**config.mk**
```make
export PLATFORM = sky130hd
export DESIGN_NAME = uart_tx
export DESIGN_NICKNAME = d
export VERILOG_FILES = /design/src/rtl/uart_pkg.sv /design/src/rtl/uart_baud_cnt.sv /design/src/rtl/uart_tx.sv
export SDC_FILE = /design/constraint.sdc
export NUM_CORES = 1
export LEC_CHECK = 0
export ABC_AREA = 1
export BUFFER_PORTS_ARGS = -buffer_cell sky130_fd_sc_hd__buf_2
export CAP_MARGIN = 5
export CORE_MARGIN = 4
export CORE_UTILIZATION = 35
export DETAILED_ROUTE_END_ITERATION = 10
export PLACE_DENSITY = 0.53
export SLEW_MARGIN = 20
export SYNTH_ARGS = -nofsm -noshare
export SYNTH_HDL_FRONTEND = slang
export SYNTH_SLANG_ARGS = --single-unit
```
**constraint.sdc**
```tcl
create_clock -name CLK -period 1.7 [get_ports CLK]
set_clock_uncertainty 0.2 [all_clocks]
set_input_delay 0.085 -clock CLK [delete_from_list [all_inputs] [get_ports CLK]]
set_output_delay 0.085 -clock CLK [all_outputs]
set_load 0.05 [all_outputs]
```
**src/rtl/uart_pkg.sv**
```systemverilog
// Shared UART definitions: state encoding, default data width and line idle level.
// Used by both the receiver and the transmitter.
package uart_pkg;

  localparam int unsigned UART_DATAWIDTH  = 8;
  localparam logic        UART_IDLE_LEVEL = 1'b1;

  typedef enum logic [2:0] {
    ST_IDLE   = 3'd0,
    ST_START  = 3'd1,
    ST_BIT_TX = 3'd2,
    ST_PARITY = 3'd3,
    ST_STOP   = 3'd4
  } uart_state_e;

endpackage

```
**src/rtl/uart_baud_cnt.sv**
```systemverilog
// Bit-period counter: counts 0..CLKS_PER_BIT-1 and flags the terminal count.
// tick_o is registered and always equals (count == terminal).
module uart_baud_cnt #(
  parameter int unsigned CLKS_PER_BIT = 1
) (
  input  logic clk_i,
  input  logic rst_ni,
  input  logic restart_i,
  output logic tick_o
);

  localparam int unsigned    CW   = (CLKS_PER_BIT > 1) ? $clog2(CLKS_PER_BIT) : 1;
  localparam logic [CW-1:0] TERM = CW'(CLKS_PER_BIT - 1);

  logic [CW-1:0] cnt_q, cnt_d;
  logic          tick_q, tick_d;

  // Wrap after the terminal count; restart holds the count at zero.
  always_comb begin
    cnt_d = cnt_q + CW'(1);
    if (restart_i || tick_q) begin
      cnt_d = '0;
    end
    tick_d = (cnt_d == TERM);
  end

  always_ff @(posedge clk_i) begin
    if (!rst_ni) begin
      cnt_q  <= '0;
      tick_q <= (TERM == '0);
    end else begin
      cnt_q  <= cnt_d;
      tick_q <= tick_d;
    end
  end

  assign tick_o = tick_q;

endmodule

```
**src/rtl/uart_tx.sv**
```systemverilog
// UART transmitter: pops bytes from a FWFT FIFO and sends start/data/stop frames.
// Optional even/odd parity bit after the data bits when UART_TX_PARITY_EN is defined.
module uart_tx
  import uart_pkg::*;
#(
  parameter int unsigned DATAWIDTH    = UART_DATAWIDTH,
  parameter int unsigned CLKS_PER_BIT = 1,
  parameter int unsigned STOP_BITS    = 1
) (
  input  logic                 CLK,
  input  logic                 RST,
  input  logic                 EN,
  input  logic                 ISEMPTY,
`ifdef UART_TX_PARITY_EN
  input  logic                 PARITY_ODD,
`endif
  input  logic [DATAWIDTH-1:0] DATA,
  output logic                 READ,
  output logic                 TX,
  output logic                 BUSY,
  output logic                 DONE
);

  localparam int unsigned    BW        = (DATAWIDTH > 1) ? $clog2(DATAWIDTH) : 1;
  localparam logic [BW-1:0] LAST_BIT  = BW'(DATAWIDTH - 1);
  localparam logic [BW-1:0] LAST_STOP = BW'(STOP_BITS - 1);

  uart_state_e          state_q, state_d;
  logic [DATAWIDTH-1:0] shift_q, shift_d, shift_nx;
  logic [BW-1:0]        bit_cnt_q, bit_cnt_d;
  logic                 tx_q, tx_d, read_q, read_d, busy_q, busy_d, done_q, done_d;
  logic                 tick, load, last_bit, last_stop;
`ifdef UART_TX_PARITY_EN
  logic                 par_q, par_d, par_bit;
  assign par_bit = par_q ^ PARITY_ODD;
`endif

  assign load      = EN && !ISEMPTY;
  assign last_bit  = (bit_cnt_q == LAST_BIT);
  assign last_stop = (bit_cnt_q == LAST_STOP);
  assign shift_nx  = shift_q >> 1;

  uart_baud_cnt #(
    .CLKS_PER_BIT(CLKS_PER_BIT)
  ) u_baud (
    .clk_i    (CLK),
    .rst_ni   (RST),
    .restart_i(state_q == ST_IDLE),
    .tick_o   (tick)
  );

  always_ff @(posedge CLK) begin
    if (!RST) begin
      state_q <= ST_IDLE;
    end else begin
      state_q <= state_d;
    end
  end

  always_comb begin
    state_d = state_q;
    case (state_q)
      ST_IDLE:   if (load) state_d = ST_START;
      ST_START:  if (tick) state_d = ST_BIT_TX;
      ST_BIT_TX: begin
        if (tick && last_bit) begin
`ifdef UART_TX_PARITY_EN
          state_d = ST_PARITY;
`else
          state_d = ST_STOP;
`endif
        end
      end
`ifdef UART_TX_PARITY_EN
      ST_PARITY: if (tick) state_d = ST_STOP;
`endif
      ST_STOP:   if (tick && last_stop) state_d = load ? ST_START : ST_IDLE;
      default:   state_d = ST_IDLE;
    endcase
  end

  // Next values of the registered outputs and datapath; TX leads the state by one edge.
  always_comb begin
    tx_d      = UART_IDLE_LEVEL;
    read_d    = 1'b0;
    done_d    = 1'b0;
    busy_d    = busy_q;
    shift_d   = shift_q;
    bit_cnt_d = bit_cnt_q;
`ifdef UART_TX_PARITY_EN
    par_d     = par_q;
`endif
    case (state_q)
      ST_IDLE: begin
        bit_cnt_d = '0;
        if (load) begin
          shift_d = DATA;
          tx_d    = 1'b0;
          busy_d  = 1'b1;
          read_d  = 1'b1;
`ifdef UART_TX_PARITY_EN
          par_d   = ^DATA;
`endif
        end
      end
      ST_START: tx_d = tick ? shift_q[0] : 1'b0;
      ST_BIT_TX: begin
        tx_d = shift_q[0];
        if (tick) begin
          shift_d = shift_nx;
          if (last_bit) begin
            bit_cnt_d = '0;
`ifdef UART_TX_PARITY_EN
            tx_d      = par_bit;
`else
            tx_d      = UART_IDLE_LEVEL;
`endif
          end else begin
            bit_cnt_d = bit_cnt_q + BW'(1);
            tx_d      = shift_nx[0];
          end
        end
      end
`ifdef UART_TX_PARITY_EN
      ST_PARITY: tx_d = tick ? UART_IDLE_LEVEL : par_bit;
`endif
      ST_STOP: begin
        if (tick) begin
          if (last_stop) begin
            bit_cnt_d = '0;
            done_d    = 1'b1;
            if (load) begin
              shift_d = DATA;
              tx_d    = 1'b0;
              read_d  = 1'b1;
`ifdef UART_TX_PARITY_EN
              par_d   = ^DATA;
`endif
            end else begin
              busy_d = 1'b0;
            end
          end else begin
            bit_cnt_d = bit_cnt_q + BW'(1);
          end
        end
      end
      default: begin
        busy_d    = 1'b0;
        bit_cnt_d = '0;
      end
    endcase
  end

  always_ff @(posedge CLK) begin
    if (!RST) begin
      shift_q   <= '0;
      bit_cnt_q <= '0;
      tx_q      <= UART_IDLE_LEVEL;
      read_q    <= 1'b0;
      busy_q    <= 1'b0;
      done_q    <= 1'b0;
`ifdef UART_TX_PARITY_EN
      par_q     <= 1'b0;
`endif
    end else begin
      shift_q   <= shift_d;
      bit_cnt_q <= bit_cnt_d;
      tx_q      <= tx_d;
      read_q    <= read_d;
      busy_q    <= busy_d;
      done_q    <= done_d;
`ifdef UART_TX_PARITY_EN
      par_q     <= par_d;
`endif
    end
  end

  assign TX   = tx_q;
  assign READ = read_q;
  assign BUSY = busy_q;
  assign DONE = done_q;

endmodule
```
# After elaboration in Yosys (flattened, before gate mapping)
# Index checks and enable logic that the tools add are counted.
# totals
register_bits	20
in_bits	12
# op_classes
n_addsub	2
eq_ne	12
muxes	34
bitwise	3
n_reduce_logical	14
# op_table
operator	count
$mux W8	4
$mux W3	8
$pmux W8 S3	1
$mux W1	16
$pmux W3 S4	1
$ne A2 B2 Y1 const B	5
$pmux W3 S3	1
$reduce_and A4 Y1	2
$eq A3 B3 Y1 const B	2
$logic_not A3 Y1	2
$ne A2 B1 Y1 const B	3
$reduce_and A3 Y1	2
$reduce_and A5 Y1	1
$pmux W1 S4	1
$add A3 B1 Y3 const B	1
$eq A3 B1 Y1 const B	1
$eq A3 B2 Y1 const B	1
$logic_and A1 B1 Y1	3
$not A1 Y1	3
$pmux W1 S3	1
$reduce_bool A3 Y1	1
$pmux W1 S2	1
$reduce_or A2 Y1	1
$add A1 B1 Y1 const B	1
other kinds (2)	2

# Longest topological paths before layout
# Gate-level depths: netlist of run 1.
# logic_depth
depth_word	6
mapped_depth	10
mapped_depth_nobuf	9

# Modules after synthesis
# Synthesis of run 1 repeated with hierarchy kept, for this count alone.
# hier_totals
cells_unflattened	184
area_unflattened_um2	1152.4
# modules_own_cells
mod	instances	cells_each	area_per_inst_um2	seq_area_each_um2
uart_tx	1	172	1074.8	360.3
uart_baud_cnt	1	12	77.6	40.0

# Worst setup path before layout of run 1
# No wires, ideal clock.
# synth_path
path_kind	flip-flop to flip-flop
startpoint	reg bit_cnt_q[0]
endpoint	reg shift_q[0]
setup_ps	113
t_arrival_ps	1155
required_time_ps	1387
path_slack_ps	232
stages_incl_launch_ff	10
path_buffers	1
synth_period_minus_slack_ps	1468
path_cell_list	dfxtp_1 -> inv_1 -> ha_1 -> nand3_1 -> nand2_4 -> nand3_4 -> buf_6 -> nand2_1 -> nand2_1 -> nor2_1
# synth_via
elab_chain_len	3
# synth_lines
item	line_no	text
from (decl)	uart_tx.sv:30	logic [BW-1:0] bit_cnt_q, bit_cnt_d;
from (signal assigned)	uart_tx.sv:167	bit_cnt_q <= bit_cnt_d;
$logic_not A3 Y1	uart_tx.sv:40	assign last_stop = (bit_cnt_q == LAST_STOP);
$ne A2 B2 Y1 (no source line)	n/a	
$reduce_and A4 Y1 (no source line)	n/a	
to (signal assigned)	uart_tx.sv:166	shift_q <= shift_d;
to (decl)	uart_tx.sv:29	logic [DATAWIDTH-1:0] shift_q, shift_d, shift_nx;
# No other way between the ends.
# A chain may end at the register's enable or synchronous reset.

# Worst setup path in the final report of run 1
# layout_path
startpoint	in ISEMPTY
endpoint	reg shift_q[2]
# layout_via
elab_chain_len	6
# layout_lines
item	line_no	text
from (decl)	uart_tx.sv:13	input logic ISEMPTY,
$logic_not A1 Y1 *	uart_tx.sv:38	assign load = EN && !ISEMPTY;
$logic_and A1 B1 Y1 *	uart_tx.sv:38	
$mux W8 *	n/a	
$mux W8 (2 in series)	n/a	
$pmux W8 S3 *	n/a	
# Every way passes the cells marked *; elsewhere a longest branch is shown, timed or not. The select of a mux whose other input is x is not followed.

==> results of run 1 <==
-- cells by family (layout without fill, tap and decap cells) --
group                      after synthesis  count (layout)
DFF                                     20              20
and+or+nand+nor                        104             105
buffers and inverters                   31              60
AOI/OAI and AO/OA                       17              17
adders and majority gates                3               3
-- flip-flops by register name (all words and copies together) (netlist names) --
name / flops
DONE: 1
u_baud.tick_o: 1
state_q: 3
u_baud.cnt_q: 1
BUSY: 1
bit_cnt_q: 3
TX: 1
shift_q: 8
READ: 1
-- layout by cell type (no fill, tap or decap) --
master	count
a21oi_1	7
buf_2	15
buf_4	3
bufinv_16	1
clkbuf_4	3
dfxtp_1	20
dlygate4sd3_1	11
ha_1	3
inv_1	23
inv_2	3
inv_4	1
nand2_1	53
nand2_2	5
nand2_4	2
nand3_1	7
nand3_2	1
nand3_4	1
nand4_1	2
nor2_1	28
nor2_2	4
nor3_1	1
nor4_1	1
o211ai_1	1
o21ai_0	1
o21ai_1	7
o21ai_2	1
-- timing repair --
action                     CTS  global route
hold buffers                11             0
hold endpoints to repair    16             0
setup endpoints to repair    0             3
-- power breakdown --
group	switching [mW]	internal [mW]	total, mW
registers	0.0137	0.500	0.514
logic	0.144	0.0915	0.236
clock network	0.158	0.239	0.396
-- layout make-up --
type / instances / share of cell area, %
Timing Repair Buffer: 29 / 14.7
Multi-Input combinational cell: 125 / 42.2
Clock inverter: 1 / 2.12
Sequential cell: 20 / 28.2
Tap cell: 44 / 3.88
Clock buffer: 3 / 1.59
Inverter: 27 / 7.33
-- critical path: stages --
cell	delay, ps
dlygate4sd3_1	530
buf_2	130
nor2_1	280
nand2_1	120
nand2_2	130
nand3_2	170
nor2_1	130
nor2_1	50
-- stage by stage --
| stage | cells | power (mW) | hold slack, ps | area (um^2) | utilization (%) |
|---|---|---|---|---|---|
| 6_report | 249 | 1.15 | 220 | 1420 | 46.1 |
| 5_1_grt | 249 | 1.22 | 251 | 1420 | 46.1 |
| 4_1_cts | 248 | 1.16 | 225 | 1410 | 45.7 |
| 3_5_place_dp | 233 | 0.739 | 207 | 1240 | 40.4 |
| 3_3_place_gp | 233 | 0.736 | 195 | 1240 | 40.4 |
| 2_1_floorplan | 175 | 0.696 | 6.36 | 1130 | - |
-- worst paths after layout --
check                                                to  slack, ps
worst min-delay path            u_baud.cnt_q$_SDFF_PN0_        220
worst min register to register  u_baud.cnt_q$_SDFF_PN0_        220
worst max-delay path            shift_q[2]$_SDFFE_PN0P_        100
worst max register to register  shift_q[5]$_SDFFE_PN0P_        150
-- per-layer routing --
metal | global-route usage, % | up-vias | part of all wire (%)
met5 | 0 | - | 0
met4 | 6.60 | 0 | 1.9
met3 | 3.64 | 5 | 5.9
met2 | 22.1 | 29 | 47
met1 | 14.5 | 498 | 45
li1 | - | 596 | -
==> results.sh, run 1 <==
export IMPL_initial_core_util_pct=36.7
export IMPL_port_buffers=15
export IMPL_die_h_um=64.8
export IMPL_antenna_found_initial=0
export IMPL_wire_per_inst_um=9.88
export IMPL_vdd_ir_drop_max_v=0.000386
export IMPL_cts_max_path_buffers=2
export IMPL_arrival_ps=1610
export IMPL_drc=0
export IMPL_yosys_mux_area_fraction_pct=0
export IMPL_ys_flop_type="dfxtp_1"
export IMPL_place_ws_ps=169
export IMPL_synth_top_family_by_area="simple AND/OR/NAND/NOR gates"
export IMPL_cts_resized=0
export IMPL_synthXorXnorAreaFrac_pct=0
export IMPL_numCtsBuffers=3
export IMPL_slew_headroom_pct=78.0
export IMPL_drtPass1Iterations=4
export IMPL_min_period_ps=1600
export IMPL_synth_top_area_share_pct=35.4
export IMPL_synth_nets=190
export IMPL_synth_area_mm2=0.00113
export IMPL_seq_area_um2=400
export IMPL_worst_pin_slew_ps=328
export IMPL_overflow=0
export IMPL_worstPathRequired_ps=1710
export IMPL_yosys_area_share_simple_pct=40.6
export IMPL_cts_sinks=20
export IMPL_drt_iter0_markers=49
export IMPL_grt_start_max_net_pins=16
export IMPL_die_area_mm2=0.00420
export IMPL_ys_ff_latch=20
export IMPL_fmaxAchievable_mhz=625
export IMPL_path_class="input port to flip-flop"
export IMPL_track_usage_pct=12.9
export IMPL_h_tree_depth=1
export IMPL_start_kind="input port"
export IMPL_leakage_nw=0.764
export IMPL_yosysSeqAreaShare_pct=35.4
export IMPL_synth_most_common_cell="nand2_1"
export IMPL_layout_drive_gt1_share_pct=19.5
export IMPL_drv_cap=0
export IMPL_endpoint_kind="flip-flop"
export IMPL_layout_setup_ws_ps=101
export IMPL_timing_rr_start="state_q[0]$_SDFFE_PN0P_"
export IMPL_pin_count=16
export IMPL_synth_area_top_cells="dfxtp_1, nand2_1, nor2_1"
export IMPL_fillers=332
export IMPL_clk_pin_slew_worst_paths_ps=120
export IMPL_area_delta_synth_final_pct=25.3
export IMPL_synth_area_per_cell_um2=6.46
export IMPL_wirelength_mm=2.46
export IMPL_synth_compound_area_share_pct=8.08
export IMPL_grt_pass1_wl_mm=4.31
export IMPL_ant_nets=0
export IMPL_nets=221
export IMPL_crit_fanout=7
export IMPL_hold_depth=1
export IMPL_n_antenna_cell=0
export IMPL_reg2reg_depth=8
export IMPL_dp_hpwl_mm=1.80
export IMPL_syn_inst=175
export IMPL_insertion_delay_ps=310
export IMPL_yosys_cell_types_count=22
export IMPL_finalSetupViolCount=0
export IMPL_synth_edf_count=0
export IMPL_vias=1128
export IMPL_rsz0062_at_grt="false"
export IMPL_final_hold_viol_count=0
export IMPL_power_density_mw_per_mm2=808
export IMPL_cts_setup_buffers=0
export IMPL_async_reset_ff_share_pct=0
export IMPL_yosysTopAreaCell="dfxtp_1"
export IMPL_crit_path_start="ISEMPTY"
export IMPL_ctsRootBufferMaster="clkbuf_4"
export IMPL_synth_warnings=0
export IMPL_gp_congestion=0.852
export IMPL_grt_pass1_vias=1060
export IMPL_outcome="complete, no violations"
export IMPL_hold_path_class="flip-flop to flip-flop"
export IMPL_fin_setup_tns_ps=0
export IMPL_via_per_inst=4.53
export IMPL_rows=20
export IMPL_min_delay_start="u_baud.cnt_q$_SDFF_PN0_"
export IMPL_period_share_pct=94.0
export IMPL_drv_slew=0
export IMPL_tritoncts="done"
export IMPL_die_x_um=64.8
export IMPL_synthTopCellsByCount="nand2_1, nor2_1, inv_1"
export IMPL_coreArea_mm2=0.00308
export IMPL_multiInputGateArea_um2=598
export IMPL_synth_fa_ha_area_share_pct=3.32
(Power assumes the default switching activity.)
==> inputs of run 2 (changes only) <==
CORE_UTILIZATION = 47   (was 35)
PLACE_DENSITY = 0.67   (was 0.53)
REMOVE_ABC_BUFFERS = 1   (was unset)
==> results.sh, run 2 (synthesis results as in run 1) <==
export IMPL_clk_pin_slew_worst_paths_ps=120
export IMPL_hold_path_class="flip-flop to flip-flop"
export IMPL_slew_headroom_pct=80.1
export IMPL_drv_slew=0
export IMPL_drv_cap=0
export IMPL_gp_congestion=0.881
export IMPL_coreArea_mm2=0.00225
export IMPL_grt_busiest_layer="met2"
export IMPL_rows=17
export IMPL_wire_per_inst_um=10.7
export IMPL_gr_usage_met3_pct=2.26
export IMPL_seq_power_share_pct=49.9
export IMPL_dp_hpwl_mm=1.84
export IMPL_initial_core_util_pct=50.2
export IMPL_min_period_ps=1590
export IMPL_hold_end="u_baud.cnt_q$_SDFF_PN0_"
export IMPL_worst_pin_slew_ps=295
export IMPL_critPathSlowestCell="dfxtp_2"
export IMPL_vias=1154
export IMPL_crit_family="simple AND/OR/NAND/NOR gates"
export IMPL_top_regs="shift_q: 8 flops, bit_cnt_q: 3 flops, state_q: 3 flops"
export IMPL_intPower_mw=0.722
export IMPL_drtPass1Iterations=4
export IMPL_die_area_mm2=0.00326
export IMPL_final_util_pct=61.3
export IMPL_drc=0
export IMPL_cts_setup_buffers=0
export IMPL_nets=220
export IMPL_power_density_mw_per_mm2=748
export IMPL_max_flop_register="shift_q"
export IMPL_share_comb_of_total_power_pct=23.1
export IMPL_crit_path_start="state_q[0]$_SDFFE_PN0P_"
export IMPL_cts_max_path_buffers=2
export IMPL_area_delta_synth_final_pct=22.1
export IMPL_ant_nets=0
export IMPL_numCtsBuffers=3
export IMPL_largest_reg_flops=8
export IMPL_cts_sinks=20
export IMPL_fmaxAchievable_mhz=627
export IMPL_path_cells="nor2_2, nand2_2, inv_2, nand2_2, nand3_4, nand2_1, nand2_1, nor2_1"
export IMPL_path_class="flip-flop to flip-flop"
export IMPL_p_sw_share_pct=30.1
export IMPL_antenna_found_initial=0
export IMPL_grt_pass1_vias=1090
export IMPL_seq_area_um2=403
export IMPL_reg2reg_depth=8
export IMPL_layout_common_cells="nand2_1, nor2_1, inv_1"
export IMPL_overflow=0
export IMPL_switchingPower_mw=0.310
export IMPL_layout_drive_gt1_share_pct=21.1
export IMPL_start_kind="flip-flop"
export IMPL_arrival_ps=1600
export IMPL_tritoncts="done"
export IMPL_grt_use_met1_pct=17.3
export IMPL_fin_setup_tns_ps=0
export IMPL_reg2reg_to="shift_q[6]$_SDFFE_PN0P_"
export IMPL_grt_start_max_net_pins=16
export IMPL_rsz0062_at_grt="false"
export IMPL_multiInputGateArea_um2=596
export IMPL_crit_buf_inv=1
export IMPL_h_tree_depth=1
export IMPL_via_per_inst=4.97
export IMPL_wirelength_mm=2.48
export IMPL_final_cells=232
export IMPL_vdd_ir_drop_max_v=0.000461
export IMPL_crit_fanout=15
export IMPL_grt_pass1_wl_mm=4.15
export IMPL_min_delay_start="u_baud.cnt_q$_SDFF_PN0_"
export IMPL_pin_count=16
export IMPL_insertion_delay_ps=300
export IMPL_hold_depth=1
export IMPL_layout_commonest_cell="nand2_1"
export IMPL_n_antenna_cell=0
export IMPL_fillers=216
export IMPL_port_buffers=15
export IMPL_cpPeakStageDelay_ps=370
export IMPL_drt_iter0_markers=21
export IMPL_final_hold_viol_count=0
export IMPL_endpoint_kind="flip-flop"
export IMPL_outcome="complete, no violations"
export IMPL_power_frac_clock_pct=27.1
export IMPL_ctsRootBufferMaster="clkbuf_4"
export IMPL_timing_rr_start="state_q[0]$_SDFFE_PN0P_"
export IMPL_finalSetupViolCount=0
export IMPL_die_h_um=57.1
export IMPL_place_inst=217
export IMPL_use_met2_pct=30.0
export IMPL_period_share_pct=93.8
export IMPL_rrSetupSlack_ps=110
export IMPL_track_usage_pct=15.8
export IMPL_leakage_nw=0.760
export IMPL_die_x_um=57.1
export IMPL_worstPathRequired_ps=1700
-- run 2: area by class of cell --
class	count	share of cell area, %
repair buffers	29	15.0
flip-flops and latches	20	29.2
well taps	28	2.54
multi-input cells	124	43.1
clock buffers	4	2.63
inverters	27	7.52
-- run 2: stage by stage --
| step | hold slack (ps) | area [um^2] | power, mW | setup slack [ps] |
|---|---|---|---|---|
| global placement | 192 | 1220 | 0.733 | 165 |
| detailed placement | 197 | 1220 | 0.741 | 125 |
| floorplan | 5.39 | 1090 | 0.681 | 220 |
| global route | 239 | 1380 | 1.09 | 6.27 |
| finish | 207 | 1380 | 1.03 | 105 |
| CTS | 213 | 1370 | 1.04 | 92.7 |
-- run 2: power by group through the flow --
stage	registers [mW]	clock network (mW)	logic, mW
after floorplan	0.544	0	0.137
after global placement	0.524	0	0.210
after detailed placement	0.526	0	0.216
after CTS	0.515	0.288	0.236
after global routing	0.518	0.304	0.271
final	0.515	0.280	0.238
-- run 2: worst max-delay path by stage --
stage	depth (start not counted)	slack, ps	endpoint
after global routing	8	6	shift_q[3]$_SDFFE_PN0P_
final	8	110	shift_q[6]$_SDFFE_PN0P_
after global placement	8	170	shift_q[3]$_SDFFE_PN0P_
after CTS	8	90	shift_q[6]$_SDFFE_PN0P_
after floorplan	7	220	shift_q[0]$_SDFFE_PN0P_
after detailed placement	8	130	shift_q[6]$_SDFFE_PN0P_
-- run 2: per-layer routing --
| metal | part of all wire, % | vias up | routed length [um] |
|---|---|---|---|
| met1 | 43 | 524 | 1070 |
| li1 | - | 593 | - |
| met3 | 4.9 | 6 | 121 |
| met5 | 0 | - | 0 |
| met4 | 1.5 | 0 | 38 |
| met2 | 51 | 31 | 1260 |
-- run 2: worst reg2reg max path, stage by stage (launching register included) --
cell and delay [ps]:
dfxtp_2 370, nor2_2 170, nand2_2 170, inv_2 140, nand2_2 90, nand3_4 170, nand2_1 80, nand2_1 70
nor2_1 40
-- run 2: repair_timing --
action	in CTS	in global routing
hold buffers	11	0
endpoints found under the hold margin	13	0
endpoints found under the setup margin	0	8
resized for setup	0	4
